File: src/rtl/logic_hamr_pkg.sv
// Shared constants and readback FSM encoding for the capture/readback path.
package logic_hamr_pkg;

  localparam int unsigned RB_ADDR_W      = 13;
  localparam int unsigned RB_BUF_DEPTH   = 512;
  localparam int unsigned RB_MAX_SAMPLES = 266;
  localparam int unsigned RB_RD_TIMEOUT  = 255;
  localparam int unsigned SAMPLE_W       = 8;
  localparam int unsigned NUM_CH         = 8;
  localparam int unsigned IDX_W          = 9;
  localparam int unsigned CH_SEL_W       = 3;

  typedef enum logic [1:0] {
    ST_IDLE  = 2'd0,
    ST_ISSUE = 2'd1,
    ST_WAIT  = 2'd2,
    ST_DONE  = 2'd3
  } rb_state_e;

endpackage

File: src/rtl/readback_bram.sv
// Simple dual-port sample buffer: one write port, one registered read port.
// Read-before-write: a same-cycle read of the written address returns old data.
module readback_bram #(
  parameter int unsigned DEPTH = 512,
  parameter int unsigned W     = 8,
  parameter int unsigned AW    = 9
) (
  input  logic          clk,
  input  logic          rst_n,
  input  logic          we_i,
  input  logic [AW-1:0] waddr_i,
  input  logic [W-1:0]  wdata_i,
  input  logic [AW-1:0] raddr_i,
  output logic [W-1:0]  rdata_o
);

  logic [W-1:0] mem_q [DEPTH];

  always_ff @(posedge clk) begin
    if (we_i) mem_q[waddr_i] <= wdata_i;
  end

  always_ff @(posedge clk or negedge rst_n) begin
    if (!rst_n) rdata_o <= '0;
    else        rdata_o <= mem_q[raddr_i];
  end

endmodule

File: src/rtl/capture_readback.sv
// Fetches a captured sample window from SDRAM into a local readback buffer.
// Optional per-channel edge statistics under `EDGE_STATS_EN.
module capture_readback
  import logic_hamr_pkg::*;
#(
  parameter int unsigned ADDR_W     = RB_ADDR_W,
  parameter int unsigned BASE_ADDR  = 0,
  parameter int unsigned BUF_DEPTH  = RB_BUF_DEPTH,
  parameter int unsigned RD_TIMEOUT = RB_RD_TIMEOUT
) (
  input  logic                clk,
  input  logic                rst_n,
  input  logic                start,
  input  logic                soft_reset,
  input  logic [IDX_W-1:0]    total_samples,
  output logic                busy,
  output logic                done,
  output logic                err,
  output logic [IDX_W-1:0]    sample_count,
  output logic                sdram_rd_req,
  output logic [ADDR_W-1:0]   sdram_rd_addr,
  input  logic                sdram_rd_ready,
  input  logic [SAMPLE_W-1:0] sdram_rd_data,
  input  logic                sdram_rd_valid,
  input  logic [IDX_W-1:0]    buf_rd_addr,
  output logic [SAMPLE_W-1:0] buf_rd_data,
  input  logic [CH_SEL_W-1:0] stat_ch,
  output logic [IDX_W-1:0]    stat_edges
);

  localparam int unsigned TMR_W = $clog2(RD_TIMEOUT + 1);
  localparam int unsigned N_W   = IDX_W + 1;

  rb_state_e         state_q;
  logic [IDX_W-1:0]  idx_q;
  logic [N_W-1:0]    n_q;
  logic [TMR_W-1:0]  timer_q;
  logic              busy_q, done_q, err_q, req_q;
  logic [IDX_W-1:0]  count_q;
  logic [ADDR_W-1:0] addr_q;

  logic [N_W-1:0] n_c;
  logic [N_W-1:0] idx_inc_c;
  logic           start_c;
  logic           we_c;

  assign n_c       = (N_W'(total_samples) > N_W'(BUF_DEPTH)) ? N_W'(BUF_DEPTH)
                                                             : N_W'(total_samples);
  assign idx_inc_c = N_W'(idx_q) + N_W'(1);
  assign start_c   = start && !soft_reset && (state_q == ST_IDLE || state_q == ST_DONE);
  assign we_c      = (state_q == ST_WAIT) && sdram_rd_valid && !soft_reset;

  // Readback sequencer: one outstanding read at a time.
  always_ff @(posedge clk or negedge rst_n) begin
    if (!rst_n) begin
      state_q <= ST_IDLE;
      idx_q   <= '0;
      n_q     <= '0;
      timer_q <= '0;
      busy_q  <= 1'b0;
      done_q  <= 1'b0;
      err_q   <= 1'b0;
      req_q   <= 1'b0;
      count_q <= '0;
      addr_q  <= '0;
    end else if (soft_reset) begin
      state_q <= ST_IDLE;
      req_q   <= 1'b0;
      busy_q  <= 1'b0;
      done_q  <= 1'b0;
      err_q   <= 1'b0;
    end else begin
      case (state_q)
        ST_IDLE, ST_DONE: begin
          if (start_c) begin
            idx_q   <= '0;
            n_q     <= n_c;
            count_q <= '0;
            err_q   <= 1'b0;
            addr_q  <= ADDR_W'(BASE_ADDR);
            if (n_c == '0) begin
              state_q <= ST_DONE;
              done_q  <= 1'b1;
              busy_q  <= 1'b0;
            end else begin
              state_q <= ST_ISSUE;
              done_q  <= 1'b0;
              busy_q  <= 1'b1;
              req_q   <= 1'b1;
            end
          end
        end
        ST_ISSUE: begin
          if (req_q && sdram_rd_ready) begin
            req_q   <= 1'b0;
            timer_q <= '0;
            state_q <= ST_WAIT;
          end
        end
        ST_WAIT: begin
          if (sdram_rd_valid) begin
            idx_q   <= IDX_W'(idx_inc_c);
            count_q <= count_q + IDX_W'(1);
            if (idx_inc_c == n_q) begin
              state_q <= ST_DONE;
              busy_q  <= 1'b0;
              done_q  <= 1'b1;
            end else begin
              state_q <= ST_ISSUE;
              req_q   <= 1'b1;
              addr_q  <= ADDR_W'(BASE_ADDR) + ADDR_W'(idx_inc_c);
            end
          end else if (timer_q == TMR_W'(RD_TIMEOUT)) begin
            state_q <= ST_DONE;
            err_q   <= 1'b1;
            done_q  <= 1'b1;
            busy_q  <= 1'b0;
          end else begin
            timer_q <= timer_q + TMR_W'(1);
          end
        end
        default: state_q <= ST_IDLE;
      endcase
    end
  end

  assign busy          = busy_q;
  assign done          = done_q;
  assign err           = err_q;
  assign sample_count  = count_q;
  assign sdram_rd_req  = req_q;
  assign sdram_rd_addr = addr_q;

  readback_bram #(
    .DEPTH (BUF_DEPTH),
    .W     (SAMPLE_W),
    .AW    (IDX_W)
  ) u_bram (
    .clk     (clk),
    .rst_n   (rst_n),
    .we_i    (we_c),
    .waddr_i (idx_q),
    .wdata_i (sdram_rd_data),
    .raddr_i (buf_rd_addr),
    .rdata_o (buf_rd_data)
  );

`ifdef EDGE_STATS_EN
  logic [SAMPLE_W-1:0] prev_q;
  logic [IDX_W-1:0]    cnt_q [NUM_CH];
  logic [IDX_W-1:0]    stat_q;

  // Saturating per-channel transition counters over the stored stream.
  always_ff @(posedge clk or negedge rst_n) begin
    if (!rst_n) begin
      prev_q <= '0;
      stat_q <= '0;
      for (int i = 0; i < int'(NUM_CH); i++) cnt_q[i] <= '0;
    end else begin
      stat_q <= cnt_q[stat_ch];
      if (start_c) begin
        for (int i = 0; i < int'(NUM_CH); i++) cnt_q[i] <= '0;
      end else if (we_c) begin
        prev_q <= sdram_rd_data;
        if (idx_q != '0) begin
          for (int i = 0; i < int'(NUM_CH); i++) begin
            if (sdram_rd_data[i] != prev_q[i] && cnt_q[i] != '1)
              cnt_q[i] <= cnt_q[i] + IDX_W'(1);
          end
        end
      end
    end
  end

  assign stat_edges = stat_q;
`else
  logic unused_stat_ch;
  assign unused_stat_ch = ^stat_ch;
  assign stat_edges     = '0;
`endif

endmodule
File: config.mk
export PLATFORM = sky130hd
export DESIGN_NAME = capture_readback
export DESIGN_NICKNAME = d
export VERILOG_FILES = /design/src/rtl/logic_hamr_pkg.sv /design/src/rtl/readback_bram.sv /design/src/rtl/capture_readback.sv
export SDC_FILE = /design/constraint.sdc
export NUM_CORES = 2
export LEC_CHECK = 0
export CAP_MARGIN = 25
export CORE_UTILIZATION = 63
export DETAILED_ROUTE_END_ITERATION = 7
export PLACE_DENSITY_LB_ADDON = 0.2
export RECOVER_POWER = 25
export SLEW_MARGIN = 20
export SYNTH_ARGS = -nofsm -noshare
export SYNTH_HDL_FRONTEND = slang
export SYNTH_SLANG_ARGS = --single-unit
export TNS_END_PERCENT = 100
File: constraint.sdc
create_clock -name clk -period 3.52 [get_ports clk]
set_clock_uncertainty 0.1 [all_clocks]
set_input_delay 0.704 -clock clk [delete_from_list [all_inputs] [get_ports clk]]
set_output_delay 0.704 -clock clk [all_outputs]
set_load 0.1 [all_outputs]
==> reports/metrics.yaml <==
status: "finished with violations"
failed_checks: "max-capacitance violations, max-slew violations, negative setup slack"
grt_pass1_vias: 93108
synthesis.area_um2: 166000
start_util: 0.636
grt_pass1_wl_um: 659000
port_buffers: 62
post-dp-hpwl_um: 298000
arrival_ns: 3.97
cp_slowest_stage_delay_ns: 1.87
reg2reg_to: "u_bram.rdata_o[2]$_DFF_PN0_"
synth_top_cells_by_area: "edfxtp_1, mux4_2, mux2i_1"
layout-drive-gt1-share: 0.258
slowest_stage: "clkbuf_2"
path_clk_slew_ns: 0.06
clockBufferDepth: 4
synth_seq_cells: 4155
htreeDepth: 5
yosysTopAreaCellShare: 0.742
switchingPower_mw: 23.0
setup_tns_ns: -0.580
worstSetupPathType: "input port to flip-flop"
required_ns: 3.93
drt-vias-per-instance: 6.89
hold_violations: 0
maxSlewViolCount: 1036
cts_sinks: 4155
die_width_um: 515
worst_hold_slack_ns: 0.326
syn_inst: 8562
cts_resized: 0
max_freq_ghz: 0.281
intPower_mw: 81.9
drcViolationCount: 0
syn_avg_cell_area_um2: 19.4
drt_iter0_drc: 13894
synth_xor_area_frac: 0.00169
clock_tree.root_cell: "clkbuf_16"
vias: 95153
worst_pin_slew_ns: 3.73
core_um2: 261000
yosysTopAreaCell: "edfxtp_1"
die_y_um: 515
drv_cap: 17
power.density_nw_per_um2: 544
r2r-start: "u_bram.mem_q[344][2]$_DFFE_PP_"
p_seq_frac: 0.521
startpoint: "sdram_rd_data[5]"
areaGrowthSynthToFinish_pct: 16.4
ir_drop_v: 0.000493
maxSlewHeadroom: -1.49
dr.pass1.iters: 8
drt_wl_total_um: 466000
final_common_cell: "edfxtp_1"
power_frac_clock: 0.413
die_area_um2: 265000
yosys_warnings: 0
gp_congestion: 0.949
reg2reg_depth: 7
synth_edf_count: 4096
hold-path-cell-count: 2
path_max_fanout: 82
nNetsFinal: 10026
cts_setup_buffers: 0
post-route-period-util: 1.01
leakage_nw: 65.7
clock_latency_ns: 0.92
r2r_slack_ns: 0.19
hold_class: "input port to flip-flop"
synth-async-reset-ratio: 0.0142
synth_top_family_by_area: "multiplexers"
fin_crit_ns: 3.56
antenna_found_initial: 22
crit_buf_inv: 2
rsz0062_at_grt: "false"
synth_adder_area_share: 0.000604
startpoint_type: "input port"
final_cell_mix: "edfxtp_1, buf_4, mux2i_1, nor2_1, mux4_2"
antenna_left: 0
fin_ws_ns: -0.0370
wl_per_cell_um: 33.8
min_to: "n_q[2]$_DFFE_PN0P_"
synthMuxAreaShare: 0.140
synth-compound-area-share: 0.0467
endpoint_kind: "flip-flop"
ys_seq_area_frac: 0.751
fp-row-count: 187
setup_violations: 28
cp_top_family: "buffers and inverters"
synth-simple-area-share: 0.0316
cts_tree: "built"
synth_ff_type: "edfxtp_1"
synth.distinct_cells: 106
comb_power_share: 0.066
hp-start: "total_samples[2]"
numCtsBuffers: 401
overflow: 0
p_sw_frac: 0.219
io_pins: 78
crit_chain: "clkbuf_2, dlymetal6s2s_1"
grt_usage: 0.351
grt_max_degree: 115
nFillCells: 14581
stage by stage:
stage          cells  power (mW)   util  setup WS, ns  area [um^2]
2_1_floorplan   8573        59.2      -         0.682       166000
3_3_place_gp   13073        62.3  0.691         -1.31       180000
3_5_place_dp   13074        62.4  0.691        -0.863       180000
4_1_cts        13797         105  0.741        0.0855       193000
5_1_grt        13800         107  0.740        0.0668       193000
6_report       13808         105  0.740       -0.0370       193000
power groups by stage:
| stage | Clock (mW) | Combinational (mW) | Sequential (mW) |
|---|---|---|---|
| 6_report | 43.3 | 6.96 | 54.6 |
| 2_1_floorplan | 0 | 3.27 | 55.9 |
| 5_1_grt | 45.2 | 7.14 | 54.6 |
| 4_1_cts | 43.5 | 6.85 | 54.6 |
| 3_5_place_dp | 0 | 6.80 | 55.6 |
| 3_3_place_gp | 0 | 6.66 | 55.6 |
worst max path at each step:
stage	endpoint	depth (start not counted)	slack (ns)
final	u_bram.mem_q[224][5]$_DFFE_PP_	2	-0.04
after CTS	u_bram.rdata_o[7]$_DFF_PN0_	13	0.09
after detailed placement	u_bram.rdata_o[7]$_DFF_PN0_	13	-0.86
after global routing	u_bram.mem_q[245][5]$_DFFE_PP_	2	0.07
after floorplan	u_bram.rdata_o[3]$_DFF_PN0_	9	0.68
after global placement	u_bram.rdata_o[5]$_DFF_PN0_	10	-1.31
metal layers:
| layer | up-vias | global-route usage | wire (um) |
|---|---|---|---|
| met5 | - | 0 | 95 |
| met4 | 14 | 0.155 | 24500 |
| met3 | 1288 | 0.0951 | 61400 |
| met2 | 7266 | 0.533 | 213000 |
| met1 | 48374 | 0.482 | 167000 |
| li1 | 38211 | - | - |
registers in the layout, indices dropped and copies added, names as in the netlist:
signal          flops
sdram_rd_req        1
idx_q               9
busy                1
state_q             2
u_bram.mem_q     4096
done                1
err                 1
timer_q             8
sample_count        9
sdram_rd_addr      10
n_q                 9
u_bram.rdata_o      8
synth_stat cells, types with 8 or more instances:
master / instances
a2111oi_0: 25
a211o_1: 13
a211oi_1: 40
a21oi_1: 185
a221oi_1: 24
a22o_1: 8
a22oi_1: 38
a31oi_1: 28
and2_1: 29
and3_1: 16
buf_1: 11
buf_12: 38
buf_2: 90
buf_4: 44
buf_6: 67
buf_8: 52
clkbuf_1: 220
clkbuf_8: 40
dfrtp_1: 59
edfxtp_1: 4096
ha_1: 8
inv_1: 15
mux2_2: 45
mux2i_1: 848
mux4_1: 160
mux4_2: 445
nand2_1: 190
nand3_1: 61
nand4_1: 27
nor2_1: 647
nor2b_1: 16
nor3_1: 106
nor4_1: 39
o211ai_1: 10
o21a_1: 10
o21ai_0: 146
o221ai_1: 267
o221ai_2: 9
o22ai_1: 202
o31ai_1: 15
o32ai_1: 10
or3_1: 10
xnor2_1: 10
xor2_1: 9
final cells by class:
type                       instances  area, um^2  area share
sequential                      4155      124000       0.646
clock inverter                   243        2730      0.0141
tap                             3496        4370      0.0227
timing repair buffer            1577       14000      0.0726
multi-input combinational       3831       36800       0.191
antenna                           10        25.0    0.000130
clock buffer                     479       10400      0.0538
inverter                          17        78.8    0.000409
cells by family (layout without fill, tap and decap cells):
family | after synthesis | in the layout
buffers and inverters | 587 | 2316
and+or+nand+nor | 1188 | 1188
adders and majority gates | 8 | 8
AOI/OAI and AO/OA | 1101 | 1101
other | 1 | 22
muxes | 1498 | 1498
xor gates and xnor gates | 24 | 24
DFF | 4155 | 4155
repair_timing:
| item | CTS | global route |
|---|---|---|
| endpoints found under the setup margin | 0 | 0 |
| hold endpoints to repair | 59 | 0 |
| hold buffers | 1 | 0 |
(Power assumes the default switching activity.)
